File: config.mk
export PLATFORM = sky130hd
export DESIGN_NAME = i2s_slave_rx
export DESIGN_NICKNAME = d
export VERILOG_FILES = /design/src/rtl/i2s_slave_rx.sv
export SDC_FILE = /design/constraint.sdc
export NUM_CORES = 1
export LEC_CHECK = 0
export ABC_AREA = 1
export BUFFER_PORTS_ARGS = -buffer_cell sky130_fd_sc_hd__buf_2
export CORE_MARGIN = 3
export CORE_UTILIZATION = 43
export CTS_BUF_LIST = sky130_fd_sc_hd__clkbuf_2 sky130_fd_sc_hd__clkbuf_4 sky130_fd_sc_hd__clkbuf_8
export DETAILED_ROUTE_END_ITERATION = 8
export PLACE_DENSITY = 0.61
export SLEW_MARGIN = 10
export SYNTH_ARGS = -nofsm -noshare
export SYNTH_HDL_FRONTEND = slang
export SYNTH_SLANG_ARGS = --single-unit
export TNS_END_PERCENT = 50
File: constraint.sdc
create_clock -name clk_i -period 2 [get_ports clk_i]
set_clock_uncertainty 0.05 [all_clocks]
set_input_delay 0.3 -clock clk_i [delete_from_list [all_inputs] [get_ports clk_i]]
set_output_delay 0.3 -clock clk_i [all_outputs]
set_load 0.1 [all_outputs]
File: src/rtl/i2s_slave_rx.sv
// Philips I2S receiver: samples the external bit clock domain through synchronizers and emits one word per slot.
// Optional macro I2S_SLAVE_RX_ERR_DETECT_EN adds err_o, flagging slots shorter than WORD_WIDTH.
module i2s_slave_rx #(
  parameter int WORD_WIDTH = 16
) (
  input  logic                  clk_i,
  input  logic                  rst_i,
  output logic [WORD_WIDTH-1:0] data_o,
  output logic                  lr_chnl_o,
  output logic                  write_o,
`ifdef I2S_SLAVE_RX_ERR_DETECT_EN
  output logic                  err_o,
`endif
  input  logic                  sclk_i,
  input  logic                  wsel_i,
  input  logic                  sdat_i
);

  localparam int CW = $clog2(WORD_WIDTH + 1);

  typedef enum logic [1:0] {IDLE, SHIFT, HOLD} state_e;

  logic [2:0]            sclk_sync_q, sclk_sync_d;
  logic [1:0]            wsel_sync_q, wsel_sync_d;
  logic [1:0]            sdat_sync_q, sdat_sync_d;
  state_e                state_q, state_d;
  logic [CW-1:0]         cnt_q, cnt_d;
  logic [WORD_WIDTH-1:0] shift_q, shift_d;
  logic [WORD_WIDTH-1:0] word_q, word_d;
  logic [WORD_WIDTH-1:0] data_q, data_d;
  logic                  chnl_q, chnl_d;
  logic                  word_chnl_q, word_chnl_d;
  logic                  lr_q, lr_d;
  logic                  wsel_prev_q, wsel_prev_d;
  logic                  primed_q, primed_d;
  logic                  emit_q, emit_d;
  logic                  write_q, write_d;
`ifdef I2S_SLAVE_RX_ERR_DETECT_EN
  logic                  short_q, short_d;
  logic                  err_q, err_d;
`endif

  logic                  sclk_rise;
  logic                  wsel_s;
  logic                  sdat_s;
  logic                  wsel_chg;
  logic [WORD_WIDTH-1:0] shifted;
  logic [CW-1:0]         cnt_inc;
  logic [CW-1:0]         pad;

  always_comb begin
    sclk_sync_d = {sclk_sync_q[1:0], sclk_i};
    wsel_sync_d = {wsel_sync_q[0], wsel_i};
    sdat_sync_d = {sdat_sync_q[0], sdat_i};
  end

  assign sclk_rise = sclk_sync_q[1] & ~sclk_sync_q[2];
  assign wsel_s    = wsel_sync_q[1];
  assign sdat_s    = sdat_sync_q[1];
  // The first edge after reset only records wsel, so a mid-slot release is not mistaken for a change.
  assign wsel_chg  = primed_q & (wsel_s ^ wsel_prev_q);
  assign shifted   = {shift_q[WORD_WIDTH-2:0], sdat_s};
  assign cnt_inc   = cnt_q + CW'(1);
  assign pad       = CW'(WORD_WIDTH) - cnt_inc;

  always_comb begin
    state_d     = state_q;
    cnt_d       = cnt_q;
    shift_d     = shift_q;
    chnl_d      = chnl_q;
    wsel_prev_d = wsel_prev_q;
    primed_d    = primed_q;
    emit_d      = 1'b0;
    word_d      = word_q;
    word_chnl_d = word_chnl_q;
`ifdef I2S_SLAVE_RX_ERR_DETECT_EN
    short_d     = 1'b0;
`endif
    if (sclk_rise) begin
      wsel_prev_d = wsel_s;
      primed_d    = 1'b1;
      if (wsel_chg) begin
        // The change edge still carries the final bit of the slot being closed.
        if (state_q == SHIFT) begin
          emit_d      = 1'b1;
          word_d      = shifted << pad;
          word_chnl_d = chnl_q;
`ifdef I2S_SLAVE_RX_ERR_DETECT_EN
          short_d     = (cnt_inc != CW'(WORD_WIDTH));
`endif
        end
        state_d = SHIFT;
        cnt_d   = '0;
        chnl_d  = wsel_s;
      end else if (state_q == SHIFT) begin
        shift_d = shifted;
        cnt_d   = cnt_inc;
        if (cnt_inc == CW'(WORD_WIDTH)) begin
          emit_d      = 1'b1;
          word_d      = shifted;
          word_chnl_d = chnl_q;
          state_d     = HOLD;
        end
      end
    end
  end

  always_comb begin
    write_d = emit_q;
    data_d  = emit_q ? word_q : data_q;
    lr_d    = emit_q ? word_chnl_q : lr_q;
`ifdef I2S_SLAVE_RX_ERR_DETECT_EN
    err_d   = emit_q & short_q;
`endif
  end

  always_ff @(posedge clk_i or posedge rst_i) begin
    if (rst_i) begin
      sclk_sync_q <= '0;
      wsel_sync_q <= '0;
      sdat_sync_q <= '0;
      state_q     <= IDLE;
      cnt_q       <= '0;
      shift_q     <= '0;
      word_q      <= '0;
      data_q      <= '0;
      chnl_q      <= 1'b0;
      word_chnl_q <= 1'b0;
      lr_q        <= 1'b0;
      wsel_prev_q <= 1'b0;
      primed_q    <= 1'b0;
      emit_q      <= 1'b0;
      write_q     <= 1'b0;
`ifdef I2S_SLAVE_RX_ERR_DETECT_EN
      short_q     <= 1'b0;
      err_q       <= 1'b0;
`endif
    end else begin
      sclk_sync_q <= sclk_sync_d;
      wsel_sync_q <= wsel_sync_d;
      sdat_sync_q <= sdat_sync_d;
      state_q     <= state_d;
      cnt_q       <= cnt_d;
      shift_q     <= shift_d;
      word_q      <= word_d;
      data_q      <= data_d;
      chnl_q      <= chnl_d;
      word_chnl_q <= word_chnl_d;
      lr_q        <= lr_d;
      wsel_prev_q <= wsel_prev_d;
      primed_q    <= primed_d;
      emit_q      <= emit_d;
      write_q     <= write_d;
`ifdef I2S_SLAVE_RX_ERR_DETECT_EN
      short_q     <= short_d;
      err_q       <= err_d;
`endif
    end
  end

  assign data_o    = data_q;
  assign lr_chnl_o = lr_q;
  assign write_o   = write_q;
`ifdef I2S_SLAVE_RX_ERR_DETECT_EN
  assign err_o     = err_q;
`endif

endmodule

## Word level (Yosys, flattened, before mapping)

Index checks and enable logic that the tools add are counted.

- Register bits: 68
- Input port bits: 5
- Output and inout port bits: 18
- Logic and storage cells: 50

- Add/subtract/negate cells: 2
- Equality and inequality tests: 2
- Shift operators: 1
- Mux-type cells: 18
- Bitwise operators: 5
- Reduce and logical (&&, ||, !) cells: 7

Operators by type and width:

| cell | count |
|---|---|
| two-way mux 16 bit | 4 |
| << shifter 16 x 5 -> 16 bit | 1 |
| two-way mux 5 bit | 2 |
| two-way mux 1 bit | 9 |
| AND reduction 3 bit | 3 |
| two-way mux 2 bit | 3 |
| adder 5 x 1 -> 5 bit (second input constant) | 1 |
| equality test 5 bit (second input constant) | 1 |
| subtractor 5 bit (first input constant) | 1 |
| AND reduction 2 bit | 2 |
| nonzero test 2 bit | 2 |
| bitwise AND 1 bit | 2 |
| equality test 2 x 1 -> 1 bit (second input constant) | 1 |
| NOT 1 bit | 2 |
| bitwise XOR 1 bit | 1 |

## Depth between registers and ports, before layout

Gate-level depths: netlist (run 1).

- Depth in word-level cells: 6
- Depth in mapped cells: 13
- Depth with buffers taken out: 12

## Worst setup path after synthesis (run 1)

Ideal clock, no wire load.

- Kind: reg2reg
- From: register cnt_q[0]
- To: register word_q[7]
- Setup time: 0.087 ns
- Arrival time: 1.918 ns
- Required time: 1.863 ns
- Slack: -0.055 ns
- Cell stages (with the launch flop): 13
- Path buffers: 0
- Clock period less this slack: 2.055 ns
- Path through: dfrtp_1 > ha_1 > nand3_1 > xor2_1 > inv_1 > ha_1 > inv_1 > nand4_1 > inv_1 > nand2_2 > inv_2 > nand2_1 > a22oi_1

- Longest elaborated chain between the ends: 5
- Elaborated cells between the ends (all ways): 8
- Classes of those cells: add/sub: 2; eq/ne: 1; shift: 1; mux: 2; reduce/logical: 2

Ends and longest elaborated chain:

| what | RTL line | RTL |
|---|---|---|
| start, declared | 27 | `logic [CW-1:0] cnt_q, cnt_d;` |
| start signal, assigned | 143 | `cnt_q <= cnt_d;` |
| adder 5 x 1 -> 5 bit * | 63 | `assign cnt_inc = cnt_q + CW'(1);` |
| subtractor 5 bit | 64 | `assign pad = CW'(WORD_WIDTH) - cnt_inc;` |
| << shifter 16 x 5 -> 16 bit | 86 | `word_d = shifted << pad;` |
| two-way mux 16 bit | 84 | `if (state_q == SHIFT) begin` |
| two-way mux 16 bit | 82 | `if (wsel_chg) begin` |
| end signal, assigned | 145 | `word_q <= word_d;` |
| end, declared | 29 | `logic [WORD_WIDTH-1:0] word_q, word_d;` |

Every way passes the cells marked *; elsewhere a longest branch is shown, timed or not. The select of a mux whose other input is x is not followed.
A chain may end at the register's enable or synchronous reset.

## Worst setup path after layout (run 1)

- From: register cnt_q[0]
- To: register word_q[10]

Same word-level chain as after synthesis.

==> impl_metrics.env, run 1 <==
export IMPL_status="complete, but fails checks"
export IMPL_violations="setup timing"
export IMPL_power_mw=6.88
export IMPL_clkPwrFrac_pct=20.9
export IMPL_port_buffers=22
export IMPL_synth_seq_area_share_pct=49.3
export IMPL_area_growth_pct=20.9
export IMPL_fillerInstances=739
export IMPL_wl_um=7980
export IMPL_p_sw_share_pct=47.8
export IMPL_synth_edff_count=0
export IMPL_cts_buffer_depth=2
export IMPL_final_hold_viol_count=0
export IMPL_synth_area_um2=3450
export IMPL_cp_end_kind="flip-flop"
export IMPL_layout_drive_gt1_share_pct=25.1
export IMPL_crit_slowest_cell="dfrtp_1"
export IMPL_grt_overflow=0
export IMPL_clk_latency_ns=0.35
export IMPL_cts_root_buf="clkbuf_8"
export IMPL_syn_nets=434
export IMPL_avgSynthCellArea_um2=8.09
export IMPL_grt_max_degree=69
export IMPL_dieArea_um2=9150
export IMPL_synth_top_flop_cell="dfrtp_1"
export IMPL_max_cap_violations=0
export IMPL_dp_slack_ns=-0.110
export IMPL_hp_class="flip-flop to flip-flop"
export IMPL_p_comb_share_pct=49.3
export IMPL_fin_ws_ns=-0.0208
export IMPL_wl_per_cell_um=13.9
export IMPL_grt_pass1_vias=2769
export IMPL_num_vias=2947
export IMPL_place_inst=553
export IMPL_grt_first_pass_wirelength_um=13200
export IMPL_h_tree_depth=3
export IMPL_max_stage_delay_ns=0.39
export IMPL_async_flop_share_pct=100
export IMPL_synth_cells=427
export IMPL_diodes=0
export IMPL_switchingPower_mw=3.29
export IMPL_cts_made_buffers=9
export IMPL_path_cells="ha_2 > nand3_2 > xor2_2 > inv_1 > ha_1 > inv_1 > nand4_1 > nor2_1 > buf_4 > nand2_1 > nand2_2 > nand2_2 > a21oi_2"
export IMPL_grt_use_total_pct=19.0
export IMPL_antenna_left=0
export IMPL_ys_types=28
export IMPL_relSlewSlack_pct=60.4
export IMPL_slew_violations=0
export IMPL_clk_pin_slew_worst_paths_ns=0.08
export IMPL_start_util_pct=44.5
export IMPL_fin_cells=573
export IMPL_gp_congestion=0.968
export IMPL_die_h_um=95.6
export IMPL_cts_tree="built"
export IMPL_seqCellArea_um2=1700
export IMPL_routed_via_density=5.14
export IMPL_first_pass_iters=5
export IMPL_worst_pin_slew_ns=0.592
export IMPL_cp_top_family="simple AND/OR/NAND/NOR gates"
export IMPL_post_route_drc_count=0
export IMPL_p_leak_nw=2.02
export IMPL_start_kind="flip-flop"
export IMPL_utilization_pct=53.8
export IMPL_setup_viol=4
export IMPL_dpl_hpwl_um=5770
export IMPL_die_x_um=95.6
export IMPL_layout_common_cells="nand2_1 (130), dfrtp_1 (68), inv_1 (33)"
export IMPL_yosysWarnings=0
export IMPL_fin_crit_sh_pct=101
export IMPL_finalCriticalPeriod_ns=2.02
export IMPL_pwr_density_cell_nw_per_um2=1650
export IMPL_nets=473
export IMPL_required_ns=2.24
export IMPL_cp_data_arrival_time_ns=2.26
export IMPL_design_area_um2=4180
export IMPL_postCtsSetupBuffers=0
export IMPL_antenna_found_initial=0
export IMPL_peakVddDrop_uv=509
export IMPL_clock_sinks=68
export IMPL_drt_iter0_markers=236
export IMPL_grt_setup_unrepaired="true"
export IMPL_path_max_fanout=4
export IMPL_critical_path_class="flip-flop to flip-flop"
export IMPL_multi_input_area_um2=1570
export IMPL_ios=23
export IMPL_critPathBufInv=3
export IMPL_placed_cell_area_um2=3760
export IMPL_layout_commonest_cell="nand2_1"
export IMPL_core_um2=7770
export IMPL_synth_seq_cells=68
export IMPL_rows=32
export IMPL_max_freq_mhz=495
export IMPL_p_int_mw=3.59
export IMPL_p_seq_share_pct=29.8
## sequential cells by signal (all words and copies together) (netlist names), 2 cells and up
| name | flops |
|---|---|
| sclk_sync_q | 3 |
| shift_q | 15 |
| sdat_sync_q | 2 |
| wsel_sync_q | 2 |
| data_o | 16 |
| state_q | 2 |
| word_q | 16 |
| cnt_q | 5 |
## cell families (layout without fill, tap and decap cells)
group / Yosys count / in the layout / share of synthesized area [%]
fa+ha+maj: 2 / 2 / 0.724
buf+inv: 59 / 103 / 8.29
mux: 15 / 15 / 4.89
xor+xnor: 2 / 2 / 0.725
compound gates: 67 / 67 / 10.0
simple gates: 214 / 214 / 26.1
flops: 68 / 68 / 49.3
## power by group through the flow
stage | Sequential (mW) | Combinational [mW] | Clock (mW)
2_1_floorplan | 3.30 | 1.37 | 0
3_3_place_gp | 2.06 | 3.24 | 0
3_5_place_dp | 2.08 | 3.27 | 0
4_1_cts | 2.05 | 3.31 | 1.47
5_1_grt | 2.11 | 3.67 | 1.54
6_report | 2.05 | 3.40 | 1.44
## layout make-up
cell class                 count  area share (%)
multi-input combinational    300            37.7
sequential                    68            40.8
timing repair buffer          47            8.45
clock inverter                 5            2.58
inverter                      40            3.87
tap                          102            3.06
clock buffer                  11            3.63
## path summary, 6_finish.rpt
| kind | startpoint | end | slack, ns | cells past startpoint |
|---|---|---|---|---|
| max | cnt_q[0] | word_q[10] | -0.02 | 13 |
| min | sdat_sync_q[0] | sdat_sync_q[1] | 0.30 | 0 |
| max reg2reg | cnt_q[0] | word_q[10] | -0.02 | 13 |
| min reg2reg | sdat_sync_q[0] | sdat_sync_q[1] | 0.30 | 0 |
| max in group asynchronous | rst_i | shift_q[0] | 1.09 | 4 |
| min in group asynchronous | rst_i | word_q[10] | 0.52 | 4 |
## synthesized netlist by cell type, drive strengths merged (3+ instances only)
master / instances / share of area [%]
nand2: 145 / 16
dfrtp: 68 / 49
inv: 40 / 4.4
nand3: 39 / 5.9
a21oi: 33 / 4.8
o21ai: 29 / 4.2
nor2: 24 / 2.6
mux2: 15 / 4.9
buf: 14 / 3.3
clkbuf: 5 / 0.54
nand4: 3 / 0.54
## metal layers
metal | track usage [%] | routed length, um | vias to the layer above | share of wire [%]
li1 | - | - | 1465 | -
met1 | 25.2 | 3690 | 1404 | 46
met2 | 29.3 | 3740 | 63 | 47
met3 | 4.03 | 356 | 15 | 4.5
met4 | 9.36 | 182 | 0 | 2.3
met5 | 0 | 0 | - | 0
## what timing repair did
item | 4_1_cts | 5_1_grt
endpoints found under the hold margin | 43 | 0
setup endpoints to repair | 16 | 16
resized for setup | 8 | 25
hold buffers | 4 | 0
pin swaps | 10 | 14
## stage by stage
| step | TNS [ns] | hold WS, ns |
|---|---|---|
| finish | -0.0439 | 0.299 |
| global route | -1.62 | 0.312 |
| CTS | -0.132 | 0.301 |
| detailed placement | -1.03 | 0.285 |
| global placement | -0.249 | 0.287 |
| floorplan | -0.285 | 0.281 |
Note: power is estimated with default switching activity, not from simulation.
==> run 2, diff against run 1 <==
Settings changed: MAX_ROUTING_LAYER set to met4.
==> impl_metrics.env, run 2 (same netlist as run 1, synthesis figures left out) <==
export IMPL_seqCellArea_um2=1700
export IMPL_first_pass_iters=4
export IMPL_multi_input_area_um2=1530
export IMPL_wl_per_cell_um=13.6
export IMPL_start_kind="flip-flop"
export IMPL_place_inst=552
export IMPL_fin_hold_ws_ns=-0.0263
export IMPL_final_hold_viol_count=23
export IMPL_dieArea_um2=9150
export IMPL_wl_um=7770
export IMPL_grt_max_degree=69
export IMPL_finalCriticalPeriod_ns=2.05
export IMPL_diodes=0
export IMPL_power_mw=6.45
export IMPL_cts_buffer_depth=2
export IMPL_routed_via_density=5.03
export IMPL_die_x_um=95.6
export IMPL_grt_setup_unrepaired="true"
export IMPL_design_area_um2=4030
export IMPL_antenna_found_initial=0
export IMPL_worstSetupStartpoint="cnt_q[0]"
export IMPL_violations="hold timing, setup timing"
export IMPL_clkPwrFrac_pct=17.1
export IMPL_utilization_pct=51.9
export IMPL_gp_congestion=0.980
export IMPL_cp_end_kind="flip-flop"
export IMPL_post_route_drc_count=0
export IMPL_dpl_hpwl_um=5540
export IMPL_placed_cell_area_um2=3740
export IMPL_drt_iter0_markers=153
export IMPL_required_ns=2.23
export IMPL_slew_violations=0
export IMPL_max_cap_violations=0
export IMPL_clk_latency_ns=0.35
export IMPL_layout_drive_gt1_share_pct=23.0
export IMPL_port_buffers=22
export IMPL_hp_class="primary input to asynchronous set/reset pin"
export IMPL_relSlewSlack_pct=61.4
export IMPL_core_um2=7770
export IMPL_layout_commonest_cell="nand2_1"
export IMPL_fin_ws_ns=-0.0540
export IMPL_setup_viol=9
export IMPL_peakVddDrop_uv=713
export IMPL_crit_path_end="word_q[13]"
export IMPL_worst_pin_slew_ns=0.576
export IMPL_r2r_start="cnt_q[0]"
export IMPL_p_sw_share_pct=49.7
export IMPL_r2r_setup_slack_ns=-0.05
export IMPL_cts_tree="built"
export IMPL_critical_path_class="flip-flop to flip-flop"
export IMPL_p_comb_share_pct=51.2
export IMPL_status="complete, but fails checks"
export IMPL_grt_first_pass_wirelength_um=13100
export IMPL_start_util_pct=44.5
export IMPL_p_leak_nw=1.98
export IMPL_r2r_cells=13
export IMPL_grt_pass1_vias=2773
export IMPL_r2r_end="word_q[13]"
export IMPL_cts_made_buffers=9
export IMPL_max_freq_mhz=487
export IMPL_fillerInstances=780
export IMPL_clock_sinks=68
export IMPL_antenna_left=0
export IMPL_p_seq_share_pct=31.7
export IMPL_fin_cells=572
export IMPL_layout_common_cells="nand2_1 (132), dfrtp_1 (68), nand3_1 (35)"
export IMPL_num_vias=2878
export IMPL_fin_tns_setup_ns=-0.201
export IMPL_area_growth_pct=16.7
export IMPL_path_max_fanout=6
export IMPL_ios=23
export IMPL_h_tree_depth=3
export IMPL_rows=32
export IMPL_die_h_um=95.6
export IMPL_grt_overflow=0
export IMPL_pwr_density_cell_nw_per_um2=1600
export IMPL_clk_pin_slew_worst_paths_ns=0.07
export IMPL_grt_use_total_pct=19.3
export IMPL_p_int_mw=3.24
export IMPL_nets=472
export IMPL_cts_root_buf="clkbuf_8"
export IMPL_cp_data_arrival_time_ns=2.28
export IMPL_fin_crit_sh_pct=103
export IMPL_switchingPower_mw=3.21
-- run 2: through the flow --
stage	setup WS (ns)	hold WS [ns]
6_report	-0.0540	-0.0263
5_1_grt	-0.188	0.00985
4_1_cts	-0.0608	0.00510
3_5_place_dp	-0.115	0.292
3_3_place_gp	-0.0658	0.288
2_1_floorplan	-0.0553	0.281
-- run 2: worst min-delay path by stage --
stage                endpoint  slack (ns)            from
2_1_floorplan  sclk_sync_q[1]        0.28  sclk_sync_q[0]
3_3_place_gp   sdat_sync_q[1]        0.29  sdat_sync_q[0]
3_5_place_dp   sclk_sync_q[1]        0.29  sclk_sync_q[0]
4_1_cts               write_o       0.005           rst_i
5_1_grt            data_o[12]        0.01           rst_i
6_report           data_o[12]       -0.03           rst_i
-- run 2: routing by layer --
| metal | up-vias | wire length [um] | share of wire (%) | track usage (%) |
|---|---|---|---|---|
| li1 | 1453 | - | - | - |
| met1 | 1345 | 3550 | 46 | 24.7 |
| met2 | 67 | 3630 | 47 | 29.8 |
| met3 | 13 | 451 | 5.8 | 4.50 |
| met4 | 0 | 146 | 1.9 | 7.35 |
| met5 | - | 0 | 0 | - |
-- run 2: repair_timing --
action,4_1_cts,5_1_grt
resized for setup,9,11
endpoints found under the setup margin,16,16
setup buffers,0,1
pin swaps,10,6
endpoints found under the hold margin,3,0
hold buffers,3,0
-- run 2: cell type report --
cell class	instances	share of cell area, %
Clock buffer	11	3.45
Clock inverter	5	1.30
Inverter	40	3.88
Multi-Input combinational cell	300	37.9
Sequential cell	68	42.2
Tap cell	102	3.17
Timing Repair Buffer	46	8.10
-- run 2: critical path: stages, from the launching register on --
cell and delay [ns]:
dfrtp_1 0.39, ha_2 0.20, nand3_2 0.07, xor2_1 0.17, inv_1 0.06, ha_1 0.27, inv_1 0.05, nand4_1 0.13
inv_2 0.13, buf_6 0.12, nand3_1 0.07, nand2_1 0.09, nand2_2 0.06, a21oi_2 0.11
-- run 2: power by group through the flow --
stage	clock network, mW	registers (mW)	logic, mW
2_1_floorplan	0	3.30	1.37
3_3_place_gp	0	2.06	3.22
3_5_place_dp	0	2.08	3.24
4_1_cts	1.13	2.05	3.28
5_1_grt	1.20	2.10	3.58
6_report	1.10	2.05	3.30
==> run 3, diff against run 2 <==
Settings changed: CORE_ASPECT_RATIO set to 0.7, RECOVER_POWER set to 50, SETUP_SLACK_MARGIN set to 0.3.
==> impl_metrics.env, run 3 (same netlist as run 1, synthesis figures left out) <==
export IMPL_status="complete, but fails checks"
export IMPL_violations="setup timing"
export IMPL_final_hold_viol_count=0
export IMPL_wl_per_cell_um=15.1
export IMPL_antenna_left=0
export IMPL_met2_usage_pct=30.0
export IMPL_met1_usage_pct=30.7
export IMPL_peakVddDrop_uv=1150
export IMPL_slew_violations=0
export IMPL_drt_iter0_markers=293
export IMPL_grt_met3_usage_pct=5.36
export IMPL_num_vias=2901
export IMPL_required_ns=2.24
export IMPL_die_h_um=81.0
export IMPL_power_mw=6.77
export IMPL_cp_data_arrival_time_ns=2.37
export IMPL_diodes=0
export IMPL_cp_end_kind="flip-flop"
export IMPL_clk_latency_ns=0.35
export IMPL_grt_setup_unrepaired="true"
export IMPL_grt_use_total_pct=21.4
export IMPL_rows=26
export IMPL_layout_commonest_cell="nand2_1"
export IMPL_wl_um=8690
export IMPL_finalCriticalPeriod_ns=2.13
export IMPL_pwr_density_cell_nw_per_um2=1590
export IMPL_setup_viol=15
export IMPL_design_area_um2=4250
export IMPL_layout_common_cells="nand2_1 (130), dfrtp_1 (68), inv_1 (31)"
export IMPL_hp_class="flip-flop to flip-flop"
export IMPL_grt_overflow=0
export IMPL_grt_first_pass_wirelength_um=14700
export IMPL_fin_crit_sh_pct=107
export IMPL_gp_congestion=0.896
export IMPL_max_freq_mhz=469
export IMPL_post_route_drc_count=0
export IMPL_path_max_fanout=4
export IMPL_dieArea_um2=9160
export IMPL_ios=23
export IMPL_cts_made_buffers=9
export IMPL_clock_sinks=68
export IMPL_critical_path_class="flip-flop to flip-flop"
export IMPL_fillerInstances=707
export IMPL_cts_buffer_depth=2
export IMPL_port_buffers=22
export IMPL_worst_pin_slew_ns=1.03
export IMPL_cts_root_buf="clkbuf_8"
export IMPL_cts_tree="built"
export IMPL_core_um2=7550
export IMPL_area_growth_pct=23.0
export IMPL_grt_pass1_vias=2872
export IMPL_p_leak_nw=2.05
export IMPL_h_tree_depth=3
export IMPL_start_util_pct=45.8
export IMPL_placed_cell_area_um2=3730
export IMPL_dpl_hpwl_um=6080
export IMPL_nets=478
export IMPL_routed_via_density=5.05
export IMPL_relSlewSlack_pct=31.2
export IMPL_top_usage_layer="met1"
export IMPL_dp_slack_ns=-0.204
export IMPL_fin_ws_ns=-0.134
export IMPL_grt_max_degree=43
export IMPL_first_pass_iters=4
export IMPL_start_kind="flip-flop"
export IMPL_max_cap_violations=0
export IMPL_layout_drive_gt1_share_pct=27.5
export IMPL_clk_pin_slew_worst_paths_ns=0.08
export IMPL_antenna_found_initial=0
export IMPL_die_x_um=113
-- run 3: cell types whose count changed in the layout (fill, tap and decap cells not counted), sizes merged --
| cell | previous run | this run |
|---|---|---|
| buf | 43 | 45 |
| clkbuf | 11 | 13 |
| bufinv | 1 | 2 |
| clkinv | 3 | 2 |
| dlygate4sd3 | 3 | 4 |
| inv | 39 | 40 |
-- run 3: cell type report --
| cell class | count | area [um2] | area share (%) |
|---|---|---|---|
| flip-flops and latches | 68 | 1700 | 40.0 |
| multi-input cells | 300 | 1630 | 38.4 |
| repair buffers | 52 | 394 | 9.28 |
| inverters | 40 | 174 | 4.09 |
| clock buffers | 10 | 138 | 3.24 |
| well taps | 98 | 123 | 2.89 |
| clock inverters | 6 | 86.3 | 2.03 |
-- run 3: critical path: stages, from the launching register on --
cell     delay (ns)
dfrtp_1        0.39
ha_2           0.19
nand3_2        0.07
xor2_1         0.17
inv_1          0.09
ha_4           0.22
inv_2          0.04
nand4_1        0.18
inv_2          0.20
buf_6          0.12
nand3_2        0.08
nand2_1        0.10
nand2_2        0.06
a21oi_2        0.12
-- run 3: through the flow --
step / util, % / TNS (ns) / std cells / hold slack [ns]
floorplan: - / -0.285 / 427 / 0.281
global placement: 49.4 / -1.46 / 549 / 0.286
detailed placement: 49.4 / -2.38 / 549 / 0.285
CTS: 54.6 / -0.763 / 572 / 0.305
global route: 56.3 / -3.01 / 574 / 0.317
finish: 56.3 / -1.33 / 574 / 0.302
-- run 3: where the power goes --
| part | total (mW) | switching (mW) | internal, mW |
|---|---|---|---|
| Sequential | 2.07 | 0.261 | 1.81 |
| Clock | 1.28 | 0.543 | 0.735 |
| Combinational | 3.42 | 2.55 | 0.870 |
-- run 3: timing repair --
item,CTS,global route
endpoints found under the hold margin,29,0
hold buffers,4,0
buffers inserted,2,2
endpoints found under the setup margin,39,40
gates cloned,1,0
pin swaps,10,15
gates resized for setup,29,30
-- run 3: path summary, 6_finish.rpt --
path / from / endpoint / slack, ns / cells past startpoint
min in group asynchronous: rst_i / sclk_sync_q[2] / 0.64 / 4
min reg2reg: sclk_sync_q[0] / sclk_sync_q[1] / 0.30 / 0
max in group asynchronous: rst_i / shift_q[2] / 0.47 / 4
max reg2reg: cnt_q[0] / word_q[12] / -0.13 / 13
max: cnt_q[0] / word_q[12] / -0.13 / 13
min: sclk_sync_q[0] / sclk_sync_q[1] / 0.30 / 0
-- run 3: layer usage --
layer / share of wire (%) / routed length [um]
met2: 43 / 3720
met3: 5.1 / 440
met1: 51 / 4440
met4: 1.1 / 92
met5: 0 / 0
